--- src/rtl/rvfi_dmem_pkg.sv ---
// Shared constants for the windowed RVFI data-memory checker.
// Error codes, order-tracker states and the window hit helper.
package rvfi_dmem_pkg;

    localparam logic [1:0] ERR_NONE     = 2'd0;
    localparam logic [1:0] ERR_MISMATCH = 2'd1;
    localparam logic [1:0] ERR_MISALIGN = 2'd2;
    localparam logic [1:0] ERR_ORDER    = 2'd3;

    typedef enum logic {
        ORD_INIT,
        ORD_RUN
    } ord_state_e;

    // off is (byte address - base) modulo 2^XLEN, zero-extended.
    function automatic logic win_hit(
        input logic [63:0] off,
        input logic [31:0] nbytes
    );
        return off < {32'd0, nbytes};
    endfunction

endpackage

--- src/rtl/rvfi_dmem_lane_map.sv ---
// Maps each byte lane of one retire channel onto the shadow window.
// In: base_q, mem_addr, rmask, wmask. Out: per-byte hit/addr/word/lane, misalign.
module rvfi_dmem_lane_map
    import rvfi_dmem_pkg::*;
#(
    parameter int XLEN             = 32,
    parameter int NWORDS           = 4,
    parameter int ALLOW_MISALIGNED = 0,
    localparam int BL  = XLEN / 8,
    localparam int LBL = $clog2(BL),
    localparam int WIW = (NWORDS > 1) ? $clog2(NWORDS) : 1
) (
    input  logic [XLEN-1:0]                base_q,
    input  logic [XLEN-1:0]                mem_addr,
    input  logic [BL-1:0]                  rmask,
    input  logic [BL-1:0]                  wmask,
    output logic                           misalign,
    output logic [BL-1:0]                  hit,
    output logic [BL-1:0][XLEN-1:0]        baddr,
    output logic [BL-1:0][WIW-1:0]         widx,
    output logic [BL-1:0][LBL-1:0]         lane
);

    localparam logic [31:0] WBYTES = 32'(NWORDS * BL);

    logic [BL-1:0][XLEN-1:0] off;

    always_comb begin
        off = '0;
        for (int i = 0; i < BL; i++) begin
            // Address arithmetic wraps at 2^XLEN on purpose.
            baddr[i] = mem_addr + XLEN'(i);
            off[i]   = baddr[i] - base_q;
            hit[i]   = win_hit(64'(off[i]), WBYTES);
            widx[i]  = WIW'(off[i] >> LBL);
            lane[i]  = off[i][LBL-1:0];
        end
        misalign = (ALLOW_MISALIGNED == 0)
                && (|(rmask | wmask))
                && (|mem_addr[LBL-1:0]);
    end

endmodule

--- src/rtl/rvfi_dmem_window_check.sv ---
// Shadows NWORDS words at a captured base and checks RVFI loads against stores.
// In: clk, reset, dmem_base, rvfi_*. Out: sticky err record and read_checks.
module rvfi_dmem_window_check
    import rvfi_dmem_pkg::*;
#(
    parameter int XLEN             = 32,
    parameter int NRET             = 1,
    parameter int NWORDS           = 4,
    parameter int ALLOW_MISALIGNED = 0,
    parameter int ORDER_CHECK      = 1,
    parameter int ASSERT_EN        = 1,
    localparam int BL = XLEN / 8
) (
    input  logic                 clk,
    input  logic                 reset,
    input  logic [XLEN-1:0]      dmem_base,
    input  logic [NRET-1:0]      rvfi_valid,
    input  logic [NRET*64-1:0]   rvfi_order,
    input  logic [NRET-1:0]      rvfi_trap,
    input  logic [NRET*XLEN-1:0] rvfi_mem_addr,
    input  logic [NRET*BL-1:0]   rvfi_mem_rmask,
    input  logic [NRET*BL-1:0]   rvfi_mem_wmask,
    input  logic [NRET*XLEN-1:0] rvfi_mem_rdata,
    input  logic [NRET*XLEN-1:0] rvfi_mem_wdata,
    output logic                 err,
    output logic [1:0]           err_code,
    output logic [63:0]          err_order,
    output logic [XLEN-1:0]      err_addr,
    output logic [31:0]          read_checks
);

    localparam int LBL = $clog2(BL);
    localparam int WIW = (NWORDS > 1) ? $clog2(NWORDS) : 1;

    logic [XLEN-1:0] base_q;

    logic [NWORDS-1:0][BL-1:0][7:0] sh_q, sh_n;
    logic [NWORDS-1:0][BL-1:0]      wr_q, wr_n;

    logic [NRET-1:0]                     mis;
    logic [NRET-1:0][BL-1:0]             hit;
    logic [NRET-1:0][BL-1:0][XLEN-1:0]   baddr;
    logic [NRET-1:0][BL-1:0][WIW-1:0]    widx;
    logic [NRET-1:0][BL-1:0][LBL-1:0]    lane;

    logic            mem_err;
    logic [1:0]      mem_code;
    logic [63:0]     mem_ord;
    logic [XLEN-1:0] mem_eaddr;
    logic [31:0]     n_rd;
    logic [32:0]     rc_sum;

    ord_state_e      ord_state, ord_state_n;
    logic [63:0]     next_order, next_order_n;
    logic            ord_err;
    logic [63:0]     ord_ord;
    logic [XLEN-1:0] ord_eaddr;
    logic            first_found;
    logic [63:0]     first_ord;
    logic [63:0]     n_valid;
    logic            prev_v;
    logic [63:0]     prev_ord;
    logic            gap;

    logic            error_now;

    // Base follows dmem_base while reset is held, then freezes.
    always_ff @(posedge clk) begin
        if (reset) begin
            base_q <= dmem_base & ~XLEN'(BL - 1);
        end
    end

    for (genvar k = 0; k < NRET; k++) begin : g_map
        rvfi_dmem_lane_map #(
            .XLEN             (XLEN),
            .NWORDS           (NWORDS),
            .ALLOW_MISALIGNED (ALLOW_MISALIGNED)
        ) u_map (
            .base_q   (base_q),
            .mem_addr (rvfi_mem_addr[k*XLEN +: XLEN]),
            .rmask    (rvfi_mem_rmask[k*BL +: BL]),
            .wmask    (rvfi_mem_wmask[k*BL +: BL]),
            .misalign (mis[k]),
            .hit      (hit[k]),
            .baddr    (baddr[k]),
            .widx     (widx[k]),
            .lane     (lane[k])
        );
    end

    // Channels chain through sh_n/wr_n so an earlier store feeds a later load.
    always_comb begin
        sh_n      = sh_q;
        wr_n      = wr_q;
        mem_err   = 1'b0;
        mem_code  = ERR_NONE;
        mem_ord   = '0;
        mem_eaddr = '0;
        n_rd      = '0;
        for (int k = 0; k < NRET; k++) begin
            if (rvfi_valid[k] && !rvfi_trap[k]) begin
                if (mis[k]) begin
                    if (!mem_err) begin
                        mem_err   = 1'b1;
                        mem_code  = ERR_MISALIGN;
                        mem_ord   = rvfi_order[k*64 +: 64];
                        mem_eaddr = rvfi_mem_addr[k*XLEN +: XLEN];
                    end
                end else begin
                    // Reads first so a read-modify-write sees the old byte.
                    for (int i = 0; i < BL; i++) begin
                        if (rvfi_mem_rmask[k*BL + i] && hit[k][i]
                            && wr_n[widx[k][i]][lane[k][i]]) begin
                            n_rd = n_rd + 32'd1;
                            if (!mem_err && rvfi_mem_rdata[k*XLEN + i*8 +: 8]
                                != sh_n[widx[k][i]][lane[k][i]]) begin
                                mem_err   = 1'b1;
                                mem_code  = ERR_MISMATCH;
                                mem_ord   = rvfi_order[k*64 +: 64];
                                mem_eaddr = baddr[k][i];
                            end
                        end
                    end
                    for (int i = 0; i < BL; i++) begin
                        if (rvfi_mem_wmask[k*BL + i] && hit[k][i]) begin
                            sh_n[widx[k][i]][lane[k][i]] =
                                rvfi_mem_wdata[k*XLEN + i*8 +: 8];
                            wr_n[widx[k][i]][lane[k][i]] = 1'b1;
                        end
                    end
                end
            end
        end
    end

    always_ff @(posedge clk or posedge reset) begin
        if (reset) begin
            ord_state  <= ORD_INIT;
            next_order <= '0;
        end else begin
            ord_state  <= ord_state_n;
            next_order <= next_order_n;
        end
    end

    // Valid channels must be packed from 0 with consecutive orders.
    always_comb begin
        ord_state_n  = ord_state;
        next_order_n = next_order;
        ord_err      = 1'b0;
        ord_ord      = '0;
        ord_eaddr    = '0;
        first_found  = 1'b0;
        first_ord    = '0;
        n_valid      = '0;
        prev_v       = 1'b1;
        prev_ord     = '0;
        gap          = 1'b0;
        for (int k = 0; k < NRET; k++) begin
            if (rvfi_valid[k]) begin
                n_valid = n_valid + 64'd1;
                if (!first_found) begin
                    first_found = 1'b1;
                    first_ord   = rvfi_order[k*64 +: 64];
                end
                if (k == 0) begin
                    gap = (ord_state == ORD_RUN)
                       && (rvfi_order[63:0] != next_order);
                end else begin
                    gap = !prev_v
                       || (rvfi_order[k*64 +: 64] != prev_ord + 64'd1);
                end
                if (gap && !ord_err && (ORDER_CHECK != 0)) begin
                    ord_err   = 1'b1;
                    ord_ord   = rvfi_order[k*64 +: 64];
                    ord_eaddr = rvfi_mem_addr[k*XLEN +: XLEN];
                end
            end
            prev_v   = rvfi_valid[k];
            prev_ord = rvfi_order[k*64 +: 64];
        end
        if (first_found) begin
            ord_state_n  = ORD_RUN;
            next_order_n = first_ord + n_valid;
        end
    end

    assign error_now = mem_err || ord_err;
    assign rc_sum    = {1'b0, read_checks} + {1'b0, n_rd};

    always_ff @(posedge clk or posedge reset) begin
        if (reset) begin
            sh_q        <= '0;
            wr_q        <= '0;
            err         <= 1'b0;
            err_code    <= ERR_NONE;
            err_order   <= '0;
            err_addr    <= '0;
            read_checks <= '0;
        end else begin
            sh_q        <= sh_n;
            wr_q        <= wr_n;
            read_checks <= rc_sum[32] ? '1 : rc_sum[31:0];
            // Memory errors outrank order gaps; first error freezes the record.
            if (!err && error_now) begin
                err       <= 1'b1;
                err_code  <= mem_err ? mem_code : ERR_ORDER;
                err_order <= mem_err ? mem_ord : ord_ord;
                err_addr  <= mem_err ? mem_eaddr : ord_eaddr;
            end
        end
    end

    if (ASSERT_EN != 0) begin : g_assert
        always @(posedge clk) begin
            if (!reset) begin
                assert (!error_now);
            end
        end
    end

endmodule

--- config.mk ---
export PLATFORM = sky130hd
export DESIGN_NAME = rvfi_dmem_window_check
export DESIGN_NICKNAME = d
export VERILOG_FILES = /design/src/rtl/rvfi_dmem_pkg.sv /design/src/rtl/rvfi_dmem_lane_map.sv /design/src/rtl/rvfi_dmem_window_check.sv
export SDC_FILE = /design/constraint.sdc
export NUM_CORES = 2
export LEC_CHECK = 0
export CAP_MARGIN = 10
export CORE_ASPECT_RATIO = 0.75
export CORE_MARGIN = 3
export CORE_UTILIZATION = 40
export DETAILED_ROUTE_END_ITERATION = 10
export MAX_ROUTING_LAYER = met4
export PLACE_DENSITY_LB_ADDON = 0.08
export SYNTH_ARGS = -nofsm -noshare
export SYNTH_HDL_FRONTEND = slang
export SYNTH_SLANG_ARGS = --single-unit
--- constraint.sdc ---
create_clock -name clk -period 13.3 [get_ports clk]
set_input_delay 1.33 -clock clk [delete_from_list [all_inputs] [get_ports clk]]
set_output_delay 1.33 -clock clk [all_outputs]
set_load 0.005 [all_outputs]
==> After elaboration in Yosys (flattened, before gate mapping) <==
Cells that the tools add are included.
{ "word_totals": {"in_bits": 204, "register_bits": 370, "elab_cells": 267, "out_inout_bits": 131} }
{ "op_classes": {"n_bitwise": 6, "n_addsub": 12, "reduce_logical": 36, "muxes": 160, "eq_ne": 5, "n_lt_le_gt_ge": 20} }
{ "ops": {"columns": ["cell", "n"], "rows": [
  ["128-bit 2-to-1 mux", 10],
  ["32-bit 2-to-1 mux", 33],
  ["64-bit 2-to-1 mux", 14],
  ["128-bit bitwise mux", 4],
  ["32-bit binary-select mux with 2-bit select", 4],
  ["32-bit demux with 2-bit select", 4],
  ["16-bit 2-to-1 mux", 10],
  ["32-bit by 1-bit adder with 32-bit output, second input constant", 4],
  ["32-bit by 5-bit less-than comparator with 1-bit output, second input constant", 4],
  ["32-bit subtractor", 4],
  ["32-bit by 2-bit adder with 32-bit output, second input constant", 2],
  ["64-bit adder", 1],
  ["8-bit binary-select mux with 2-bit select", 4],
  ["8-bit demux with 2-bit select", 4],
  ["8-bit 2-to-1 mux", 8],
  ["64-bit inequality test", 1],
  ["16-bit OR", 4],
  ["32-bit by 32-bit adder with 33-bit output", 1],
  ["4-bit binary-select mux with 2-bit select", 4],
  ["4-bit demux with 2-bit select", 4],
  ["1-bit 2-to-1 mux", 32],
  ["4-bit 2-to-1 mux", 8],
  ["8-bit inequality test", 4],
  ["1-bit logical AND", 27],
  ["other kinds (12)", 44]
]} }

==> Longest topological paths before layout <==
{ "logic_depth": {"depth_word": 30, "ltp_mapped": 42, "mapped_depth_nobuf": 39} }

==> Modules after synthesis <==
Synthesis repeated with hierarchy kept, for this count alone.
{ "unflattened": {"hier_cells": 4602, "hier_area_um2": 37717.4} }
{ "modules_own_cells": {"columns": ["module", "cells_each", "instances", "seq_area_each_um2", "area_each_um2"], "rows": [
  ["rvfi_dmem_window_check", 3204, 1, 9409.0, 28493.6],
  ["rvfi_dmem_lane_map", 1398, 1, 0.0, 9223.8]
]} }

==> Worst setup path after synthesis <==
OpenSTA, ideal clock, no wires.
{ "synth_path": {"path_kind": "in2reg", "start": "in rvfi_mem_addr[1]", "end": "reg read_checks[10]", "arrival_ps": 9376, "setup_ps": 134, "required_time_ps": 13166, "path_slack_ps": 3790, "stages": 39, "path_buffers": 5, "path_cell_list": "ha_1 > clkbuf_1 > nand2_1 > nor3_1 > nand3_1 > nor2_1 > nand2_1 > nor2_1 > xnor2_1 > ha_1 > clkbuf_1 > nand4_1 > nor2_1 > or4_1 > a2111oi_0 > nand4_1 > a2111oi_0 > and4_1 > [... 3 more ...] > xor2_1 > ha_1 > mux2i_1 > nor2_1 > fa_1 > a21oi_1 > nor2_1 > nor2_1 > and3b_1 > and2_1 > inv_1 > nor2_1 > and2_0 > nand3_1 > or3_1 > clkbuf_1 > clkbuf_1 > nand2_1"} }
{ "synth_via": {"elab_chain_cells": 23, "word_cells_on_any_way": 54, "classes_between": "add/sub: 11; order compare: 4; mux: 29; reduce/logical: 10"} }
{ "synth_lines": {"columns": ["item", "line_no", "text"], "rows": [
  ["from (decl)", "rvfi_dmem_window_check.sv:20", "input logic [NRET*XLEN-1:0] rvfi_mem_addr,"],
  ["branches (longest 19 deep; another with 32-bit subtractor)", null, null],
  ["32-bit 2-to-1 mux (*)", "rvfi_dmem_window_check.sv:103", "if (mis[k]) begin"],
  ["32-bit 2-to-1 mux (*)", "rvfi_dmem_window_check.sv:102", "if (rvfi_valid[k] && !rvfi_trap[k]) begin"],
  ["32-bit by 32-bit adder with 33-bit output (*)", "rvfi_dmem_window_check.sv:190", "assign rc_sum = {1'b0, read_checks} + {1'b0, n_rd};"],
  ["32-bit 2-to-1 mux (*)", "rvfi_dmem_window_check.sv:204", "read_checks <= rc_sum[32] ? '1 : rc_sum[31:0];"],
  ["to (signal assigned)", "rvfi_dmem_window_check.sv:204", null],
  ["to (decl)", "rvfi_dmem_window_check.sv:29", "output logic [31:0] read_checks"]
]} }
Mark *: on every way between the ends. The select of a mux whose other input is x is not followed.
A chain may end at the register's enable or synchronous reset.

==> Worst setup path in the final report <==
{ "layout_path": {"start": "in rvfi_mem_addr[2]", "end": "reg read_checks[8]"} }
{ "layout_via": {"elab_chain_cells": 23, "word_cells_on_any_way": 52, "classes_between": "add/sub: 11; order compare: 4; mux: 29; reduce/logical: 8"} }
{ "layout_lines": {"columns": ["item", "line_no", "text"], "rows": [
  ["branches (longest 18 deep; another with 32-bit subtractor)", null, null],
  ["32-bit 2-to-1 mux (*)", "rvfi_dmem_window_check.sv:113", "if (rvfi_mem_rmask[k*BL + i] && hit[k][i]"],
  ["32-bit 2-to-1 mux (*)", "rvfi_dmem_window_check.sv:103", null],
  ["32-bit 2-to-1 mux (*)", "rvfi_dmem_window_check.sv:102", null],
  ["32-bit by 32-bit adder with 33-bit output (*)", "rvfi_dmem_window_check.sv:190", null],
  ["32-bit 2-to-1 mux (*)", "rvfi_dmem_window_check.sv:204", null]
]} }
Marks and branches as above.

==> impl_metrics.ini <==
[route]
via_count = 41000
drc = 0
antenna_left = 0
wl_per_cell_um = 31.6
firstDrtPassIters = 6
vias_per_cell = 6.67
drt_iter0_drc = 6055
drt_wl_total_um = 194000

[sta]
rsz0062_at_grt = no
min_period_over_period_pct = 85.9
min_period_ns = 11.43
setup_tns_ns = 0
setup_viol = 0
maxSlewViolCount = 0
worstMarginPinSlew_ns = 1.33
hold_violations = 0
clock_skew_ns = 0.0218
timing.fmax_ghz = 0.0875
slew-limit-headroom_pct = 11.6

[power_and_ir_drop]
p_leak_nw = 18.5
vdd_ir_drop_max_uv = 86.9
p_per_area_nw_per_um2 = 103
power_mw = 4.64

[clock_network]
clock_path_buffers = 3
ctsHtreeMaxLevel = 2
cts_tree = done
cts-resized-gates = 0
clkLatencyLatePin_ns = 0.65
cts_sinks = 370
clk_pin_slew_worst_paths_ns = 0.06
postCtsHoldBufs = 0
cts_root_buffer = clkbuf_16
cts_buffers = 45
cts_setup_buffers = 0

[run]
maxCapViolCount = 0

[logic_synthesis]
async_reset_ff_share_pct = 91.9
yosysMostFrequentCell = nand2_1
netlist.area_leader.share_pct = 21.8
syn-cell-area_um2 = 39100
synth_common_cells = 509 x nand2_1, 393 x nor2_1, 340 x dfrtp_1, 290 x a21oi_1, 234 x clkbuf_1
synthesis.nets = 5012
yosys_warnings = 0
yosys_most_used_dff = dfrtp_1
yosysUniqueCellTypes = 102
synth_top_cells_by_area = dfrtp_1 22%, mux4_2 7.6%, mux2i_1 5.7%
syn_avg_cell_area_um2 = 8.37
netlist_instances = 4671
yosysTopAreaCell = dfrtp_1
ys_seq_elements = 370
synth-seq-area-share_pct = 24.1
synth-edff-count = 30

[setup_path]
crit_required_ns = 13.76
crit_path_max_incr_delay_ns = 0.78
critPathSlowestCell = or3_1
start_kind = primary input
timing.setup.critical_path_class = in2reg
critPathCaptureType = flip-flop
cp.arrival_ns = 11.89
cp_max_fo = 27
path_common_cell = nor2_1

[grt]
globalRouteOverflowTotal = 0
antenna_found_initial = 14
grt_usage_pct = 37.6
grt_pass1_wl_um = 276000
grt_start_max_net_pins = 179
grt_pass1_vias = 37400

[die]
chipWidth_um = 367
core_area_um2 = 96100
fp.dieH_um = 277
fp-row-count = 98
io_pins = 335
start_util_pct = 40.6
die_area_um2 = 102000

[status]
status = completed

[finish]
drive_above_1_share_pct = 11.4
syn_to_final_growth_pct = 14.8
fin_nets = 5145

[worst_hold_path]
hold_class = reg2reg

[placed_design]
place_hpwl_um = 145000
placement.io_buffers = 332
gp_congestion = 1.03
critical path: cells and delay by family:
family,cells,cell delay [ns]
muxes,1,0.13
xor gates and xnor gates,1,0.68
and+or+nand+nor,21,5.38
adders and majority gates,5,1.78
AOI/OAI and AO/OA,5,1.74
buffers and inverters,4,0.80
cell families (layout without fill, tap and decap cells):
| family | Yosys count | after routing | synth area share, % |
|---|---|---|---|
| adder cells (fa/ha/maj) | 137 | 137 | 4.48 |
| AND/OR/NAND/NOR | 1696 | 1696 | 21.8 |
| AO/OA/AOI/OAI | 1227 | 1227 | 21.0 |
| buffers and inverters | 441 | 608 | 4.63 |
| XOR/XNOR | 315 | 315 | 7.06 |
| other | 1 | 11 | 0.00960 |
| flip-flops | 370 | 370 | 24.1 |
| multiplexers | 484 | 484 | 17.0 |
placed cells by master (no fill, tap or decap), drive strengths merged, types with 18 or more instances in the layout:
master	instances
mux2	128
and3	51
clkinv	18
nor2b	37
ha	132
o22ai	22
o21ai	230
or4	18
mux2i	224
nor3	87
dfrtp	340
nor2	393
o2111ai	49
and2	61
a31oi	90
o221ai	26
o21a	40
o211ai	53
a31o	26
buf	90
nand3	169
nand2b	33
clkbuf	60
a221oi	20
nand4	104
a21oi	291
a211oi	71
a21o	85
edfxtp	30
nor4	48
nand2	509
xnor2	210
mux4	132
a22oi	43
xor2	105
or2	48
clkdlybuf4s50	328
inv	110
or3	38
metrics by stage:
step | std cells | cell area [um2] | utilization (%) | setup slack (ns) | hold slack [ns]
after CTS | 6138 | 44800 | 46.6 | 2.20 | 0.464
after global placement | 6057 | 43400 | 45.1 | 1.58 | 0.450
after detailed placement | 6057 | 43400 | 45.1 | 1.57 | 0.450
after floorplan | 4671 | 39100 | - | 2.55 | 0.438
after global routing | 6144 | 44800 | 46.6 | 1.13 | 0.491
final | 6148 | 44900 | 46.7 | 1.87 | 0.465
registers in the layout (all words and copies together) (netlist names):
| signal | flops |
|---|---|
| base_q | 30 |
| err | 1 |
| err_addr | 32 |
| err_code | 2 |
| err_order | 64 |
| next_order | 64 |
| ord_state | 1 |
| read_checks | 32 |
| sh_q | 128 |
| wr_q | 16 |
where the power goes:
group / internal (mW) / leakage, nW / switching, mW
clock network: 0.701 / 0.731 / 0.592
logic: 0.794 / 13.1 / 1.12
registers: 1.23 / 4.62 / 0.193
total: 2.73 / 18.5 / 1.91
per-layer routing:
layer  wire, um  GRT usage (%)  vias to the layer above  part of all wire, %
li1           -              -                    17800                    -
met1      86300           54.2                    20200                   44
met2      72900           46.8                     2635                   38
met3      29000           15.9                      378                   15
met4       6090           10.8                        0                  3.1
met5          0              -                        -                    0
cell type report:
| class | instances | area (um2) |
|---|---|---|
| diodes | 10 | 25.0 |
| flip-flops and latches | 370 | 9410 |
| clock inverters | 21 | 188 |
| inverters | 109 | 417 |
| fillers | 9530 | 51300 |
| clock buffers | 60 | 1280 |
| repair buffers | 418 | 3980 |
| well taps | 1300 | 1630 |
| multi-input cells | 3860 | 27900 |
final timing paths:
path                                   from             end  slack [ns]  depth (start not counted)
setup / recovery           rvfi_mem_addr[2]  read_checks[8]        1.87                         37
hold / removal                    ord_state       ord_state        0.47                          1
setup reg to reg                 base_q[21]  read_checks[8]        3.98                         29
hold reg to reg                   ord_state       ord_state        0.47                          1
max in group asynchronous             reset   err_order[20]       10.10                          5
min in group asynchronous             reset     err_addr[5]        1.17                          3
No activity file was read; power rests on OpenSTA's default activity.
